==> src/rtl/proc_controller.sv <==
// proc_controller: step sequencer for the 10-bit processor datapath.
//   T0 fetches the instruction (IRin). T1..T3 drive the register file, the ALU
//   and the bus-source controls. DONE is high on the last step of an instruction.
// Ports:
//   CLK   step clock; all state changes happen on its rising edge
//   CLR   synchronous active-high reset; forces every output except STEP to 0
//   INSTR instruction register output: {opcode, Rx, Ry, unused}
//   IRin  instruction register load enable
//   EXT   Data_in drives the bus
//   ENW   register-file write enable
//   WRA   register-file write address
//   ENR0  register-file read port 0 drives the bus
//   RDA0  read port 0 address
//   RDA1  read port 1 address (Rx, for display)
//   FN    ALU function select
//   Ain   ALU A-operand latch enable
//   Gin   ALU result latch enable
//   Gout  ALU result drives the bus
//   STEP  current timestep T0..T3
//   DONE  final step of the current instruction
module proc_controller #(
  parameter int unsigned DW  = 10,
  parameter int unsigned RAW = 2,
  parameter int unsigned FNW = 4
) (
  input  logic           CLK,
  input  logic           CLR,
  input  logic [DW-1:0]  INSTR,
  output logic           IRin,
  output logic           EXT,
  output logic           ENW,
  output logic [RAW-1:0] WRA,
  output logic           ENR0,
  output logic [RAW-1:0] RDA0,
  output logic [RAW-1:0] RDA1,
  output logic [FNW-1:0] FN,
  output logic           Ain,
  output logic           Gin,
  output logic           Gout,
  output logic [1:0]     STEP,
  output logic           DONE
);

  localparam int unsigned OP_LSB = DW - FNW;
  localparam int unsigned RX_LSB = OP_LSB - RAW;
  localparam int unsigned RY_LSB = RX_LSB - RAW;

  localparam logic [FNW-1:0] OP_LOAD = FNW'(0);
  localparam logic [FNW-1:0] OP_MOV  = FNW'(1);
  localparam logic [FNW-1:0] OP_ADD  = FNW'(2);
  localparam logic [FNW-1:0] OP_XOR  = FNW'(6);
  localparam logic [FNW-1:0] OP_NOT  = FNW'(7);
  localparam logic [FNW-1:0] OP_NEG  = FNW'(8);

  typedef enum logic [1:0] {T0 = 2'd0, T1 = 2'd1, T2 = 2'd2, T3 = 2'd3} step_e;

  step_e step_q, step_d;

  logic [FNW-1:0] opcode;
  logic [RAW-1:0] rx, ry;
  logic           is_binary, is_unary;
  logic           unused_instr_lsbs;

  // Instruction field decode
  assign opcode    = INSTR[DW-1:OP_LSB];
  assign rx        = INSTR[OP_LSB-1:RX_LSB];
  assign ry        = INSTR[RX_LSB-1:RY_LSB];
  assign is_binary = (opcode >= OP_ADD) && (opcode <= OP_XOR);
  assign is_unary  = (opcode == OP_NOT) || (opcode == OP_NEG);
  assign unused_instr_lsbs = ^INSTR[RY_LSB-1:0];

  // Step register
  always_ff @(posedge CLK) begin
    if (CLR) begin
      step_q <= T0;
    end else begin
      step_q <= step_d;
    end
  end

  assign STEP = step_q;

  // Next step and per-step control decode
  always_comb begin
    step_d = T0;
    IRin   = 1'b0;
    EXT    = 1'b0;
    ENW    = 1'b0;
    WRA    = '0;
    ENR0   = 1'b0;
    RDA0   = '0;
    RDA1   = '0;
    FN     = '0;
    Ain    = 1'b0;
    Gin    = 1'b0;
    Gout   = 1'b0;
    DONE   = 1'b0;

    unique case (step_q)
      T0: begin
        IRin   = 1'b1;
        step_d = T1;
      end
      T1: begin
        RDA1 = rx;
        if (opcode == OP_LOAD) begin
          EXT  = 1'b1;
          ENW  = 1'b1;
          WRA  = rx;
          DONE = 1'b1;
        end else if (opcode == OP_MOV) begin
          ENR0 = 1'b1;
          RDA0 = ry;
          ENW  = 1'b1;
          WRA  = rx;
          DONE = 1'b1;
        end else if (is_binary) begin
          ENR0   = 1'b1;
          RDA0   = rx;
          Ain    = 1'b1;
          step_d = T2;
        end else if (is_unary) begin
          ENR0   = 1'b1;
          RDA0   = ry;
          FN     = opcode;
          Gin    = 1'b1;
          step_d = T2;
        end else begin
          DONE = 1'b1;
        end
      end
      T2: begin
        RDA1 = rx;
        if (is_binary) begin
          ENR0   = 1'b1;
          RDA0   = ry;
          FN     = opcode;
          Gin    = 1'b1;
          step_d = T3;
        end else if (is_unary) begin
          Gout = 1'b1;
          ENW  = 1'b1;
          WRA  = rx;
          DONE = 1'b1;
        end
      end
      T3: begin
        // Only binary ops legitimately reach T3; anything else just returns to fetch
        RDA1 = rx;
        if (is_binary) begin
          Gout = 1'b1;
          ENW  = 1'b1;
          WRA  = rx;
          DONE = 1'b1;
        end
      end
      default: step_d = T0;
    endcase

    // Reset masks every control so an aborted instruction writes nothing
    if (CLR) begin
      step_d = T0;
      IRin   = 1'b0;
      EXT    = 1'b0;
      ENW    = 1'b0;
      WRA    = '0;
      ENR0   = 1'b0;
      RDA0   = '0;
      RDA1   = '0;
      FN     = '0;
      Ain    = 1'b0;
      Gin    = 1'b0;
      Gout   = 1'b0;
      DONE   = 1'b0;
    end
  end

endmodule

==> config.mk <==
export PLATFORM = sky130hd
export DESIGN_NAME = proc_controller
export DESIGN_NICKNAME = d
export VERILOG_FILES = /design/src/rtl/proc_controller.sv
export SDC_FILE = /design/constraint.sdc
export NUM_CORES = 1
export LEC_CHECK = 0
export CAP_MARGIN = 20
export CORE_AREA = 10 10 53 55
export CTS_CLUSTER_SIZE = 10
export DETAILED_ROUTE_END_ITERATION = 8
export DIE_AREA = 0 0 63 65
export PLACE_DENSITY_LB_ADDON = 0.1
export SLEW_MARGIN = 5
export SYNTH_ARGS = -nofsm -noshare
export SYNTH_HDL_FRONTEND = slang
export SYNTH_SLANG_ARGS = --single-unit
==> constraint.sdc <==
create_clock -name CLK -period 5 [get_ports CLK]
set_input_delay 1.5 -clock CLK [delete_from_list [all_inputs] [get_ports CLK]]
set_output_delay 1.5 -clock CLK [all_outputs]
set_load 0.01 [all_outputs]
==> run metrics <==
status completed; final-stage net count 137; worst reg-to-reg path cell count 6; Yosys top cell area share 8.37%; Largest register FFs 2; hold_sp STEP[1]$_SDFF_PP0_; starting density of the core 32.1%; Clk pwr share 31.8%; worst skew pair latency 230 ps; Distinct cells, synth 38; Critical Path Start INSTR[9]; register area share after synthesis 6.69%; initial antenna violation count 0; CTS tree built; area grow syn2layout 64.6%; DRC 0; Post-synth EDFFs 0; flip-flop and latch area 40.0 sq um; area of the multi-input gates 513 sq um; maximum VDD drop 0.0992 mV; top cells by count, synth 9 x nor2_1, 8 x a21oi_1, 7 x nand2_1, 7 x nor2b_1; Gate power share 52.4%; FP Rows 16; total gr overflow 0; Worst Path Arrival 3350 ps; WHS 707 ps; hold depth 2; Mapped Cells 85; Final setup violation count 0; flop2flop setup slack 3370 ps; P per Cell Area 120 nW/um^2; most area-hungry cell type in the Yosys netlist ha_1; total track usage 9.57%; RSZ-0062 raised after global routing false; #FFs+latches synth 2; CP Launch Type input port; Least-Margin Pin Slew 353 ps; Worst Hold Class reg2reg; Reg clk slew, reported paths 30 ps; Period minus WS final 4850 ps; Ys Warns 0; vias in the first global route 698; clock sink count 2; diodes inserted 0; reg2reg start STEP[0]$_SDFF_PP0_; first-pass iteration count of the detailed router 4; critical setup path kind in2out; period utilisation layout 97.0%; final worst clock skew 4.85 ps; worst r2r dst STEP[1]$_SDFF_PP0_; setup bufs post-CTS 0; Die Width 63 microns; Post-Place Worst Slack 7.01 ps; root buffer cell clkbuf_4; Pwr Total 118 uW; setup TNS 0 ps; Hold Path End STEP[1]$_SDFF_PP0_; Final Max Tran Viols 0; first-pass GRT wire length 3.30 mm; vias per std cell 4.88; IO Pins 32; CTS Hold Bufs 0; routed via count 712; Slew HR 76.4%; Final HPWL DP 1.63 mm; pin count of the biggest net entering global routing 11; CTS buffer count 3; achievable clock frequency 206 MHz; port buffer count 29; Pleak 0.384 nW; Worst setup EP type output pin; DIE AREA 4100 sq um; NetSw 42.3 uW; ys async rst share 0%; routability cong. 0.792; Total Wirelength 1.96 mm; Avg Cell Area, Syn 7.04 sq um; maximum fanout along the worst path 7; ys flop type dfxtp_1; Net Sw Frac 35.7%; final core utilization 52.9%; core footprint 1860 sq um; most frequent cell after synthesis nor2_1; maxcap violations 0; Chip Height 65 microns; DRT iter0 DRCs 16; share of layout cells above drive strength 1 19.3%; Routed Antenna Nets 0; syn nets 101; setup ws final 151 ps; H-tree levels 1; Post-CTS Resized 0; Critical Path RT 3500 ps; cell internal pwr 76.0 uW; CTS Buffer Depth 2; synth top area cells ha_1 8.4%, nor2b_1 7.3%, a21oi_1 6.7%; Netlist Area Pre-Place 598 sq um; Filler cells 179; Fin. Hold Viols 0; average wire per standard cell 13.4 microns; sequential power share 15.8%
[power by group through the flow]
stage               registers (mW)  logic [mW]  clock network [mW]
floorplan                   0.0193      0.0360                   0
global placement            0.0189      0.0618                   0
detailed placement          0.0189      0.0618                   0
CTS                         0.0187      0.0621              0.0400
global route                0.0189      0.0677              0.0426
finish                      0.0187      0.0620              0.0376
[area by class of cell]
type                       instances  area share (%)
clock buffer                       3            2.29
inverter                           4            1.52
multi-input combinational         73            52.1
sequential                         2            4.07
tap                               27            3.43
timing repair buffer              37            36.6
[cells by family after synthesis]
kind of cell / count (synthesis) / synth area share [%]
buffers and inverters: 10 / 9.62
flip-flops: 2 / 6.69
AO/OA/AOI/OAI: 20 / 21.3
adder cells (fa/ha/maj): 4 / 8.37
AND/OR/NAND/NOR: 47 / 50.4
multiplexers: 2 / 3.56
[worst max-delay path: stages]
cell             delay, ps
clkdlybuf4s50_1        490
buf_4                  210
nor4b_4                310
a22oi_1                130
a21oi_1                150
clkdlybuf4s50_1        560
[metrics by stage]
| stage | area [sq um] | std cells |
|---|---|---|
| floorplan | 598 | 85 |
| global placement | 940 | 143 |
| detailed placement | 940 | 143 |
| CTS | 962 | 146 |
| global route | 985 | 146 |
| finish | 985 | 146 |
[cell usage in the layout (no fill, tap or decap), types with 3 or more instances in the layout]
cell,count
a21oi_1,6
buf_4,8
clkbuf_4,3
clkdlybuf4s50_1,25
dlymetal6s2s_1,4
ha_1,4
inv_1,4
nand2_1,7
nand3_1,3
nor2_1,9
nor2b_1,7
nor3_1,3
[worst max-delay path by stage]
| stage | to | slack (ps) |
|---|---|---|
| after floorplan | RDA0[0] | 1070 |
| after global placement | RDA0[1] | 20 |
| after detailed placement | WRA[1] | 7 |
| after CTS | WRA[1] | 4 |
| after global routing | WRA[0] | 40 |
| final | RDA0[1] | 150 |
[routing by layer]
layer	up-vias	GRT usage (%)	wire length [microns]
met5	-	0	0
met4	0	2.51	13
met2	12	17.1	1040
li1	372	-	-
met3	2	3.61	79
met1	326	10.3	827
No activity file was read; power rests on OpenSTA's default activity.
